`config.mk`:
```
export PLATFORM = sky130hd
export DESIGN_NAME = ola_stitcher
export DESIGN_NICKNAME = d
export VERILOG_FILES = /design/src/rtl/ola_stitcher.sv
export SDC_FILE = /design/constraint.sdc
export NUM_CORES = 1
export LEC_CHECK = 0
export BUFFER_PORTS_ARGS = -buffer_cell sky130_fd_sc_hd__buf_2
export CELL_PAD_IN_SITES_DETAIL_PLACEMENT = 1
export CELL_PAD_IN_SITES_GLOBAL_PLACEMENT = 1
export CORE_UTILIZATION = 45
export CTS_BUF_LIST = sky130_fd_sc_hd__clkbuf_8
export DETAILED_ROUTE_END_ITERATION = 8
export PLACE_DENSITY = 0.91
export SLEW_MARGIN = 0
export SYNTH_ARGS = -nofsm -noshare
export SYNTH_HDL_FRONTEND = slang
export SYNTH_SLANG_ARGS = --single-unit
```
`constraint.sdc`:
```
create_clock -name clk -period 6.8 [get_ports clk]
set_input_delay 0.34 -clock clk [delete_from_list [all_inputs] [get_ports clk]]
set_output_delay 0.34 -clock clk [all_outputs]
set_load 0.01 [all_outputs]
```
`src/rtl/ola_stitcher.sv`:
```
// rtl/ola_stitcher.sv - Hann-windowed overlap-add stitcher into a circular hop-slotted buffer.
// Optional STITCH_SAT_EN: saturate the overlap-add sum instead of wrapping.
module ola_stitcher #(
  parameter int DATA_W   = 16,
  parameter int COEF_W   = 16,
  parameter int ADDR_W   = 12,
  parameter int OVL_LOG2 = 2
) (
  input  logic                clk,
  input  logic                reset,
  input  logic                go_in,
  output logic                busy,
  input  logic [DATA_W-1:0]   in_buf_data,
  output logic [ADDR_W-1:0]   in_buf_addr,
  input  logic [COEF_W-1:0]   hann_rom_data,
  output logic [ADDR_W-1:0]   hann_rom_addr,
  input  logic [DATA_W-1:0]   out_rd_data,
  output logic [ADDR_W-1:0]   out_rd_addr,
  output logic [DATA_W-1:0]   out_buf_data,
  output logic [ADDR_W-1:0]   out_buf_addr,
  output logic                out_buf_wren,
  output logic [OVL_LOG2-1:0] window_start,
  output logic                go_out
);

  localparam int N          = 2 ** ADDR_W;
  localparam int HOP        = N >> OVL_LOG2;
  localparam int SLOT_SHIFT = ADDR_W - OVL_LOG2;
  localparam logic [ADDR_W-1:0] LAST_IDX  = ADDR_W'(N - 1);
  localparam logic [ADDR_W-1:0] FRESH_IDX = ADDR_W'(N - HOP);

  typedef enum logic [1:0] {IDLE, RUN, DRAIN, DONE} state_t;

  state_t              state;
  logic [ADDR_W-1:0]   idx;
  logic [ADDR_W-1:0]   rd_addr;
  logic [OVL_LOG2-1:0] slot;
  logic [1:0]          drain_cnt;
  logic [ADDR_W-1:0]   slot_base;

  assign slot_base     = {slot, {SLOT_SHIFT{1'b0}}};
  assign in_buf_addr   = idx;
  assign hann_rom_addr = idx;
  assign out_rd_addr   = rd_addr;

  always_ff @(posedge clk or posedge reset) begin
    if (reset) begin
      state        <= IDLE;
      idx          <= '0;
      rd_addr      <= '0;
      slot         <= '0;
      drain_cnt    <= '0;
      busy         <= 1'b0;
      go_out       <= 1'b0;
      window_start <= '0;
    end else begin
      go_out <= 1'b0;
      case (state)
        IDLE: begin
          if (go_in) begin
            state   <= RUN;
            idx     <= '0;
            rd_addr <= slot_base;
            busy    <= 1'b1;
          end
        end
        RUN: begin
          idx     <= idx + 1'b1;
          rd_addr <= rd_addr + 1'b1;
          if (idx == LAST_IDX) begin
            state     <= DRAIN;
            drain_cnt <= '0;
          end
        end
        DRAIN: begin
          drain_cnt <= drain_cnt + 1'b1;
          if (drain_cnt == 2'd2) begin
            // Publish the hop just completed while go_out is high.
            state        <= DONE;
            go_out       <= 1'b1;
            window_start <= slot;
            slot         <= slot + 1'b1;
          end
        end
        DONE: begin
          state <= IDLE;
          busy  <= 1'b0;
        end
        default: state <= IDLE;
      endcase
    end
  end

  logic                     p1_valid, p1_fresh;
  logic [ADDR_W-1:0]        p1_addr;
  logic                     p2_valid, p2_fresh;
  logic [ADDR_W-1:0]        p2_addr;
  logic signed [DATA_W-1:0] sample;
  logic [COEF_W-1:0]        coef;
  logic signed [DATA_W-1:0] old;

  logic signed [DATA_W+COEF_W:0] prod;
  logic signed [DATA_W:0]        scaled;
  logic signed [DATA_W:0]        sum;
  logic [DATA_W-1:0]             wr_value;

  // Coefficient is < 1.0, so the shifted product always fits in DATA_W+1 bits.
  assign prod   = sample * $signed({1'b0, coef});
  assign scaled = prod[DATA_W+COEF_W:COEF_W];
  assign sum    = p2_fresh ? scaled : scaled + {old[DATA_W-1], old};

`ifdef STITCH_SAT_EN
  localparam logic signed [DATA_W:0] SAT_MAX = {2'b00, {(DATA_W-1){1'b1}}};
  localparam logic signed [DATA_W:0] SAT_MIN = {2'b11, {(DATA_W-1){1'b0}}};

  always_comb begin
    wr_value = sum[DATA_W-1:0];
    if (sum > SAT_MAX)      wr_value = SAT_MAX[DATA_W-1:0];
    else if (sum < SAT_MIN) wr_value = SAT_MIN[DATA_W-1:0];
  end
`else
  assign wr_value = sum[DATA_W-1:0];
`endif

  always_ff @(posedge clk or posedge reset) begin
    if (reset) begin
      p1_valid     <= 1'b0;
      p1_fresh     <= 1'b0;
      p1_addr      <= '0;
      p2_valid     <= 1'b0;
      p2_fresh     <= 1'b0;
      p2_addr      <= '0;
      sample       <= '0;
      coef         <= '0;
      old          <= '0;
      out_buf_wren <= 1'b0;
      out_buf_addr <= '0;
      out_buf_data <= '0;
    end else begin
      p1_valid     <= (state == RUN);
      p1_fresh     <= (idx >= FRESH_IDX);
      p1_addr      <= rd_addr;
      p2_valid     <= p1_valid;
      p2_fresh     <= p1_fresh;
      p2_addr      <= p1_addr;
      sample       <= in_buf_data;
      coef         <= hann_rom_data;
      old          <= out_rd_data;
      out_buf_wren <= p2_valid;
      out_buf_addr <= p2_addr;
      if (p2_valid) out_buf_data <= wr_value;
    end
  end

endmodule

```
# == Word-level counts from Yosys, hierarchy flattened ==
# Index checks and enable logic that the tools add are counted.
# word_totals
register_bits,139
out_inout_bits,69
word_cells,59
# classes
reduce_logical,9
n_mul,1
n_addsub,5
n_lt_le_gt_ge,1
eq_ne,8
mux,15
# ops
operator,count
$pmux W12 S2,2
$mul A16 B17 Y32,1
$add A12 B1 Y12 const B,2
$mux W12,2
$add A16 B16 Y16,1
$mux W16,1
$eq A12 B12 Y1 const B,1
$ge A12 B12 Y1 const B,1
$mux W2,4
$pmux W2 S4,1
$reduce_and A2 Y1,4
$eq A2 B2 Y1 const B,3
$ne A2 B2 Y1 const B,3
$reduce_bool A2 Y1,3
$add A2 B1 Y2 const B,2
$pmux W2 S2,1
$mux W1,3
$reduce_and A3 Y1,1
$eq A2 B1 Y1 const B,1
$logic_not A2 Y1,1
$pmux W1 S2,1

# == Logic depth before layout (Yosys ltp) ==
# Gate-level depths: netlist of run 1.
# logic_depth
ltp_word,3
mapped_depth,31
mapped_depth_nobuf,30

# == Least setup slack after synthesis of run 1 ==
# Ideal clock, no wire load.
# synth_timing
path_kind,register to register
from,reg sample[1]
to,reg out_buf_data[14]
stages_incl_launch_ff,29
slack_ns,-0.556
period_less_slack_ns,7.356
setup_time_ns,0.151
arrival_time_ns,7.205
n_path_buf,1
cell_sequence,dfrtp_1 -> clkbuf_1 -> nand2_1 -> fa_1 -> fa_1 -> fa_1 -> inv_1 -> fa_1 -> fa_1 -> inv_1 -> fa_1 -> inv_1 -> ha_1 -> a21o_1 -> a21o_1 -> a211oi_1 -> o21ai_0 -> a21oi_1 -> o21bai_1 -> xor2_1 -> ha_1 -> a211oi_1 -> nor2_1 -> o311ai_1 -> a21oi_1 -> o41ai_1 -> o21ai_0 -> mux2i_1 -> a41oi_1
# synth_between
elab_chain_len,3
# synth_lines
element,line,rtl
start: declaration,98,logic signed [DATA_W-1:0] sample;
start signal: assignment,146,sample <= in_buf_data;
$mul A16 B17 Y32 (*),108,"assign prod = sample * $signed({1'b0, coef});"
$add A16 B16 Y16,110,"assign sum = p2_fresh ? scaled : scaled + {old[DATA_W-1], old};"
$mux W16 (*),110,
end signal: assignment,151,if (p2_valid) out_buf_data <= wr_value;
end: declaration,19,"output logic [DATA_W-1:0] out_buf_data,"
# Mark *: on every way between the ends. The rest lies on a longest branch, timed or not.
# A chain may end at the register's enable or synchronous reset.

# == Final worst setup path of run 1 ==
# layout_timing
from,reg coef[14]
to,reg out_buf_data[15]
# layout_between
elab_chain_len,3
# layout_lines
element,line,rtl
start: declaration,99,logic [COEF_W-1:0] coef;
start signal: assignment,147,coef <= hann_rom_data;
$mul A16 B17 Y32 (*),108,
$add A16 B16 Y16,110,
$mux W16 (*),110,
# Marks and branches as above.

==> impl_metrics.json, run 1 <==
{
  "die_area_sq_um": 31340,
  "die_x_um": 177.0,
  "drtAntennaViolNets": 0,
  "relSlewSlack_pct": 22.85,
  "layout_setup_ws_ps": -2155,
  "rsz0062_at_grt": "yes",
  "ys_ff_latch": 139,
  "fmax_ghz": 0.1117,
  "core_region_area_sq_um": 29870,
  "drc_errors": 0,
  "drt-total-wl_mm": 75.56,
  "status": "complete, but fails checks",
  "synthesis.area_sq_um": 13780,
  "drive_gt1_share_pct": 28.03,
  "gp_congestion": 0.8634,
  "use_met1_pct": 40.42,
  "insertion_delay_ps": 590,
  "busiest_layer": "met2",
  "worst_clock_skew_ps": 41.93,
  "seq_area_frac_synth_pct": 25.23,
  "cp.required_ps": 7230,
  "tightest_slew_ps": 1153,
  "num_vias": 13772,
  "setup.worst_path.end": "out_buf_data[15]",
  "synth_flop_cell": "dfrtp_1",
  "drt_iter0_drc": 1600,
  "use_met2_pct": 68.65,
  "finalCritPeriodShare_pct": 131.7,
  "maxCapViolCount": 0,
  "tns_ps": -23310,
  "wl_per_cell_um": 35.64,
  "finalNetCount": 2097,
  "rr_worst_depth": 27,
  "final_common_cell": "inv_1",
  "area_delta_synth_final_pct": 28.80,
  "avgViaCountPerCell": 6.496,
  "htree_levels": 4,
  "stdcell_area_sq_um": 17750,
  "reg2reg_slack_ps": -2150,
  "timing.final.crit_period_ps": 8955,
  "grt-ovfl-total": 0,
  "r2r-end": "out_buf_data[15]",
  "grt_usage_pct": 40.67,
  "cts_root_buffer": "clkbuf_8",
  "yosysWarningCount": 0,
  "drv_slew": 0,
  "critPathCaptureType": "register",
  "place_area_sq_um": 15840,
  "synth_edf_count": 0,
  "crit_type": "reg2reg",
  "clock-sinks": 139,
  "fillerInstances": 3195,
  "avgSynthCellArea_sq_um": 9.917,
  "ys_types": 67,
  "io_pins": 120,
  "io_buffer_count": 119,
  "floorplan.rows": 63,
  "dieHeight_um": 177.0,
  "drt_first_pass_iters": 5,
  "netlist_instances": 1390,
  "grt_pass1_vias": 15013,
  "worst_setup_path_start_kind": "register",
  "path_max_fanout": 12,
  "setup_viol": 15,
  "start_util_pct": 46.14,
  "hpwl_mm": 34.83,
  "clockBufferDepth": 2,
  "hold_path.startpoint": "go_in",
  "cts_tree": "built",
  "cp.arrival_ps": 9390,
  "timing.rr.start": "coef[14]",
  "grt_pass1_wl_mm": 91.11,
  "hold_viol": 0,
  "cts_buffers": 17,
  "hold_path_class": "in2reg",
  "met3_usage_pct": 11.68,
  "grt_max_degree": 86,
  "holdWs_ps": 233.4,
  "worstSetupStartpoint": "coef[14]",
  "synth.net_count": 1773,
  "synthArstFlopShare_pct": 100.0,
  "violations": "negative setup slack",
  "grt_antenna_before_repair": 3,
  "clk_pin_slew_ps": 100,
  "final_cell_mix": "inv_1 (235), fa_1 (178), buf_4 (173), nand2_1 (163), dfrtp_1 (123)"
}
## worst max-delay path, cell delays in order, from the launching register on
cell and delay [ps]:
dfrtp_1 580, buf_4 310, nand2_1 370, fa_1 900
inv_1 90, ha_1 350, fa_1 560, fa_1 560
fa_1 530, inv_1 60, fa_1 660, inv_1 210
ha_4 320, buf_4 150, nand4_1 290, nor2_2 340
a21oi_4 120, o21ai_1 250, xor2_1 300, ha_1 330
o21ai_2 210, a21oi_2 120, o311ai_4 150, a31oi_4 180
a31oi_4 180, mux2i_2 290, xnor2_1 110, mux2_4 280
## kinds of logic after synthesis
family	share of synthesized area, %
AOI/OAI and AO/OA	6.699
buffers and inverters	8.714
xor gates and xnor gates	2.859
and+or+nand+nor	15.09
muxes	0.7080
DFF	25.23
adders and majority gates	40.70
## metrics by stage
stage               util, %  setup slack [ps]  std cells
detailed placement    53.03             -1236       1975
finish                59.43             -2155       2120
global route          59.40             -2092       2117
CTS                   57.75            -710.7       2090
global placement      53.03            -622.5       1975
floorplan                 -            -129.7       1390
## state kept, by name, summed over array words and instances, names as in the netlist
register       flops
out_buf_data      16
out_rd_addr       12
out_buf_addr      12
drain_cnt          2
go_out             1
out_buf_wren       1
p1_valid           1
p2_addr           12
p1_fresh           1
sample            16
busy               1
state              2
p1_addr           12
slot               2
coef              16
hann_rom_addr     12
p2_fresh           1
window_start       2
p2_valid           1
old               16
## per-layer routing
| layer | up-vias | wire length (um) |
|---|---|---|
| met3 | 674 | 9239 |
| met4 | 0 | 8891 |
| met2 | 1314 | 33960 |
| met5 | - | 0 |
| met1 | 6822 | 23470 |
| li1 | 4962 | - |
## cell type report
cell class	instances	area [sq um]	area share, %
multi-input combinational	949	9734	54.83
timing repair buffer	360	2695	15.18
clock buffer	17	234.0	1.318
antenna	3	7.507	0.04228
sequential	139	3498	19.70
clock inverter	15	163.9	0.9232
inverter	247	933.4	5.257
tap	390	488.0	2.748
## synthesized netlist by cell type, drive strengths merged (10+ instances only)
cell type,count,share of area (%)
inv,246,6.7
fa,194,28
nand2,168,4.6
dfrtp,139,25
ha,138,13
and2,117,5.3
nor2,62,1.7
a21oi,44,1.7
clkbuf,38,1.0
o21ai,28,1.0
xor2,26,1.7
xnor2,19,1.2
buf,16,0.88
a21o,14,0.77
nand2b,14,0.64
nand3,12,0.44
nand4,10,0.45
## how the worst min path moves through the flow
stage / end / slack (ps) / cells past startpoint
finish: busy / 230 / 3
global route: busy / 210 / 3
CTS: busy / 220 / 3
detailed placement: out_buf_addr[10] / 340 / 0
global placement: p2_valid / 330 / 0
floorplan: out_buf_addr[0] / 330 / 0
## what timing repair did
| item | in CTS | in global routing |
|---|---|---|
| pin swaps | 42 | 49 |
| endpoints found under the hold margin | 56 | 0 |
| cloned | 0 | 0 |
| resized for setup | 77 | 67 |
| setup buffers | 35 | 27 |
| hold buffers | 49 | 0 |
| setup endpoints to repair | 13 | 15 |
Power of run 1 is left out: the tool's default activity adds up to more than one toggle a clock period on the data nets, which glitch-free logic cannot reach.
==> run 2: changes to the inputs <==
--- a/config.mk
+++ b/config.mk
@@ -8,6 +8,7 @@
 export BUFFER_PORTS_ARGS = -buffer_cell sky130_fd_sc_hd__buf_2
 export CELL_PAD_IN_SITES_DETAIL_PLACEMENT = 1
 export CELL_PAD_IN_SITES_GLOBAL_PLACEMENT = 1
+export CORE_ASPECT_RATIO = 1.75
 export CORE_UTILIZATION = 45
 export CTS_BUF_LIST = sky130_fd_sc_hd__clkbuf_8
 export DETAILED_ROUTE_END_ITERATION = 8
==> impl_metrics.json, run 2 (same netlist as run 1, synthesis figures left out) <==
{
  "path_max_fanout": 6,
  "clk_pin_slew_ps": 110,
  "timing.final.crit_period_ps": 8716,
  "relSlewSlack_pct": 15.39,
  "cp.required_ps": 7220,
  "drtAntennaViolNets": 0,
  "place_ws_ps": -986.7,
  "tns_ps": -20910,
  "setup_viol": 14,
  "worst_path_most_repeated_cell": "fa_1",
  "drive_gt1_share_pct": 29.52,
  "violations": "negative setup slack",
  "start_util_pct": 45.86,
  "htree_levels": 4,
  "fillerInstances": 3296,
  "floorplan.rows": 84,
  "worst_clock_skew_ps": 39.98,
  "grt_usage_pct": 40.80,
  "insertion_delay_ps": 550,
  "grt_antenna_before_repair": 3,
  "final_cell_count_no_fill": 2108,
  "cp_slowest_cell": "fa_1",
  "fmax_ghz": 0.1147,
  "final_common_cell": "inv_1",
  "crit_type": "reg2reg",
  "dieHeight_um": 233.5,
  "drt_iter0_drc": 1378,
  "diodes": 0,
  "hpwl_mm": 37.12,
  "place_area_sq_um": 15890,
  "grt_max_degree": 73,
  "critPathCaptureType": "register",
  "area_delta_synth_final_pct": 29.29,
  "core_region_area_sq_um": 30060,
  "clock-sinks": 139,
  "stdcell_area_sq_um": 17820,
  "layout_setup_ws_ps": -1916,
  "io_pins": 120,
  "num_vias": 13597,
  "grt-ovfl-total": 0,
  "worst_setup_path_start_kind": "register",
  "finalNetCount": 2091,
  "gp_congestion": 0.8912,
  "clockBufferDepth": 2,
  "rsz0062_at_grt": "yes",
  "final_cell_mix": "inv_1 (227), fa_1 (181), buf_4 (169), nand2_1 (161), ha_1 (122)",
  "wl_per_cell_um": 35.06,
  "drt-total-wl_mm": 73.90,
  "rr_worst_depth": 30,
  "grt_pass1_wl_mm": 91.27,
  "maxCapViolCount": 0,
  "cts_root_buffer": "clkbuf_8",
  "io_buffer_count": 119,
  "cts_buffers": 17,
  "cp.arrival_ps": 9130,
  "dpl.cell_count": 1978,
  "tightest_slew_ps": 1260,
  "die_area_sq_um": 31360,
  "slowest_delay_ps": 780,
  "die_x_um": 134.3,
  "avgViaCountPerCell": 6.450,
  "hold_path_class": "in2reg",
  "hold_viol": 0,
  "drv_slew": 0,
  "drt_first_pass_iters": 6,
  "cts_tree": "built",
  "hold_depth": 3,
  "finalCritPeriodShare_pct": 128.2,
  "grt_pass1_vias": 14750,
  "drc_errors": 0,
  "status": "complete, but fails checks"
}
run 2: cell types whose count changed in the layout (fill, tap and decap cells not counted), moves of 4 or more:
cell / delta
buf_4: -4
inv_2: +6
xor2_1: -4
and2_1: -4
and2_4: +4
xor2_2: +5
clkinv_8: +8
inv_1: -8
clkinvlp_4: -4
run 2: final timing paths:
path / startpoint / end / slack (ps)
worst max-delay path: coef[10] / out_buf_data[12] / -1920
worst min register to register: p1_addr[1] / p2_addr[1] / 360
min in group asynchronous: reset / sample[11] / 440
worst max register to register: coef[10] / out_buf_data[12] / -1920
max in group asynchronous: reset / sample[4] / 4770
worst min-delay path: go_in / busy / 170
run 2: stage by stage:
stage	hold WS, ps	utilization (%)
floorplan	331.2	-
global placement	332.3	52.85
detailed placement	336.3	52.85
CTS	160.7	57.49
global route	183.1	59.29
finish	167.6	59.29
run 2: area by class of cell:
class                      instances  area [sq um]  share of cell area [%]
sequential                       139          3501                   19.64
timing repair buffer             354          2616                   14.68
inverter                         247         933.4                   5.237
clock inverter                    15         201.4                   1.130
clock buffer                      17         234.0                   1.313
multi-input combinational        949          9852                   55.28
tap                              387         484.2                   2.717
run 2: layer usage:
| metal | vias up | track usage, % | routed length (um) |
|---|---|---|---|
| li1 | 4941 | - | - |
| met1 | 6670 | 39.33 | 21510 |
| met2 | 1312 | 72.07 | 35030 |
| met3 | 670 | 7.574 | 7734 |
| met4 | 4 | 38.90 | 9574 |
| met5 | - | 0.9804 | 60 |
run 2: critical path, delay by kind of cell (launching register included):
kind                     cells  cell delay, ps
AND/OR/NAND/NOR              4             690
XOR/XNOR                     2             220
flip-flops                   1             530
AO/OA/AOI/OAI                9            1610
adder cells (fa/ha/maj)      8            4430
buffers and inverters        7            1120
run 2: repair_timing:
item                                   in CTS  in global routing
hold buffers                               49                  0
setup endpoints to repair                  13                 14
endpoints found under the hold margin     119                  0
resized for setup                          83                 90
buffers inserted                           27                 28
pin swaps                                  41                 48
cloned                                      0                  0
Power of run 2 is left out for the same reason.
==> run 3: changes to the inputs <==
--- a/config.mk
+++ b/config.mk
@@ -12,7 +12,9 @@
 export CORE_UTILIZATION = 45
 export CTS_BUF_LIST = sky130_fd_sc_hd__clkbuf_8
 export DETAILED_ROUTE_END_ITERATION = 8
+export GPL_TIMING_DRIVEN = 0
 export PLACE_DENSITY = 0.91
+export SKIP_CTS_REPAIR_TIMING = 1
 export SLEW_MARGIN = 0
 export SYNTH_ARGS = -nofsm -noshare
 export SYNTH_HDL_FRONTEND = slang
==> impl_metrics.json, run 3 (same netlist as run 1, synthesis figures left out) <==
{
  "io_buffer_count": 119,
  "num_vias": 12061,
  "die_area_sq_um": 31360,
  "worst_setup_path_start_kind": "register",
  "htree_levels": 4,
  "die_x_um": 134.3,
  "dieHeight_um": 233.5,
  "area_delta_synth_final_pct": 25.14,
  "hpwl_mm": 34.69,
  "cts_root_buffer": "clkbuf_8",
  "grt_antenna_before_repair": 0,
  "rsz0062_at_grt": "yes",
  "final_common_cell": "inv_1",
  "cp.required_ps": 7180,
  "floorplan.rows": 84,
  "setup_viol": 14,
  "drc_errors": 0,
  "core_region_area_sq_um": 30060,
  "hold_path_class": "in2reg",
  "clock-sinks": 139,
  "wl_per_cell_um": 27.86,
  "rr_worst_depth": 30,
  "timing.final.crit_period_ps": 8408,
  "crit_type": "reg2reg",
  "drv_slew": 0,
  "grt_max_degree": 95,
  "drtAntennaViolNets": 0,
  "drt_first_pass_iters": 5,
  "drt_iter0_drc": 771,
  "stdcell_area_sq_um": 17250,
  "maxCapViolCount": 0,
  "grt-ovfl-total": 0,
  "relSlewSlack_pct": 45.78,
  "hold_depth": 3,
  "slowest_delay_ps": 650,
  "avgViaCountPerCell": 5.866,
  "fmax_ghz": 0.1189,
  "reg2reg_slack_ps": -1610,
  "timing.rr.start": "sample[5]",
  "fillerInstances": 3333,
  "place_area_sq_um": 15140,
  "drt-total-wl_mm": 57.29,
  "grt_pass1_vias": 12600,
  "critPathCaptureType": "register",
  "status": "complete, but fails checks",
  "cp.arrival_ps": 8790,
  "cp_slowest_cell": "fa_1",
  "min_to": "busy",
  "start_util_pct": 45.86,
  "final_cell_mix": "inv_1 (239), fa_1 (184), nand2_1 (164), ha_1 (123), buf_2 (120)",
  "hold_path.startpoint": "go_in",
  "io_pins": 120,
  "tightest_slew_ps": 807.9,
  "grt_pass1_wl_mm": 67.80,
  "layout_setup_ws_ps": -1608,
  "cts_buffers": 17,
  "hold_viol": 0,
  "insertion_delay_ps": 510,
  "finalNetCount": 2039,
  "gp_congestion": 0.9373,
  "grt_usage_pct": 29.43,
  "violations": "negative setup slack",
  "worst_clock_skew_ps": 25.54,
  "worst_path_most_repeated_cell": "fa_1",
  "clk_pin_slew_ps": 100,
  "finalCritPeriodShare_pct": 123.6,
  "clockBufferDepth": 2,
  "r2r-end": "out_buf_data[15]",
  "path_max_fanout": 6,
  "diodes": 0,
  "cts_tree": "built",
  "drive_gt1_share_pct": 24.99
}
==> run 3: area by class of cell <==
| type | count | area [sq um] | area share (%) |
|---|---|---|---|
| buffer | 55 | 465.4 | 2.698 |
| clock buffer | 18 | 247.7 | 1.436 |
| clock inverter | 14 | 148.9 | 0.8631 |
| inverter | 247 | 934.6 | 5.418 |
| multi-input combinational | 949 | 9702 | 56.24 |
| sequential | 139 | 3516 | 20.38 |
| tap | 387 | 484.2 | 2.807 |
| timing repair buffer | 247 | 1752 | 10.15 |
==> run 3: how the worst max path moves through the flow <==
stage | startpoint | to | slack (ps) | cells after the start
floorplan | sample[4] | out_buf_data[14] | -130 | 28
global placement | coef[13] | out_buf_data[14] | -1340 | 27
detailed placement | coef[4] | out_buf_data[14] | -1570 | 29
CTS | coef[4] | out_buf_data[14] | -1650 | 29
global route | sample[5] | out_buf_data[15] | -1720 | 30
finish | sample[5] | out_buf_data[15] | -1610 | 30
==> run 3: worst max-delay path: cells and delay by family, from the launching register on <==
family	cells	cell delay, ps
and+or+nand+nor	3	510
adders and majority gates	8	3830
DFF	1	550
xor gates and xnor gates	1	90
buffers and inverters	7	880
muxes	2	500
AOI/OAI and AO/OA	9	1940
==> run 3: layer usage <==
metal  vias to the layer above  routed length, um  GRT usage [%]
met5                         -                  0              0
met2                       697              29680          57.03
met1                      6153              18620          26.98
li1                       4847                  -              -
met4                         0               5636          23.17
met3                       364               3345          3.971
==> run 3: per-stage QoR <==
step	util (%)	setup TNS (ps)	worst slack (ps)	hold WS, ps	cells
floorplan	-	-184.6	-129.7	331.2	1390
global placement	50.27	-10460	-1339	331.6	1896
detailed placement	50.38	-13670	-1566	336.5	1897
CTS	51.70	-15610	-1655	-127.9	1929
global route	57.39	-16230	-1716	195.1	2056
finish	57.39	-14590	-1608	196.9	2056
Power of run 3 is left out for the same reason.
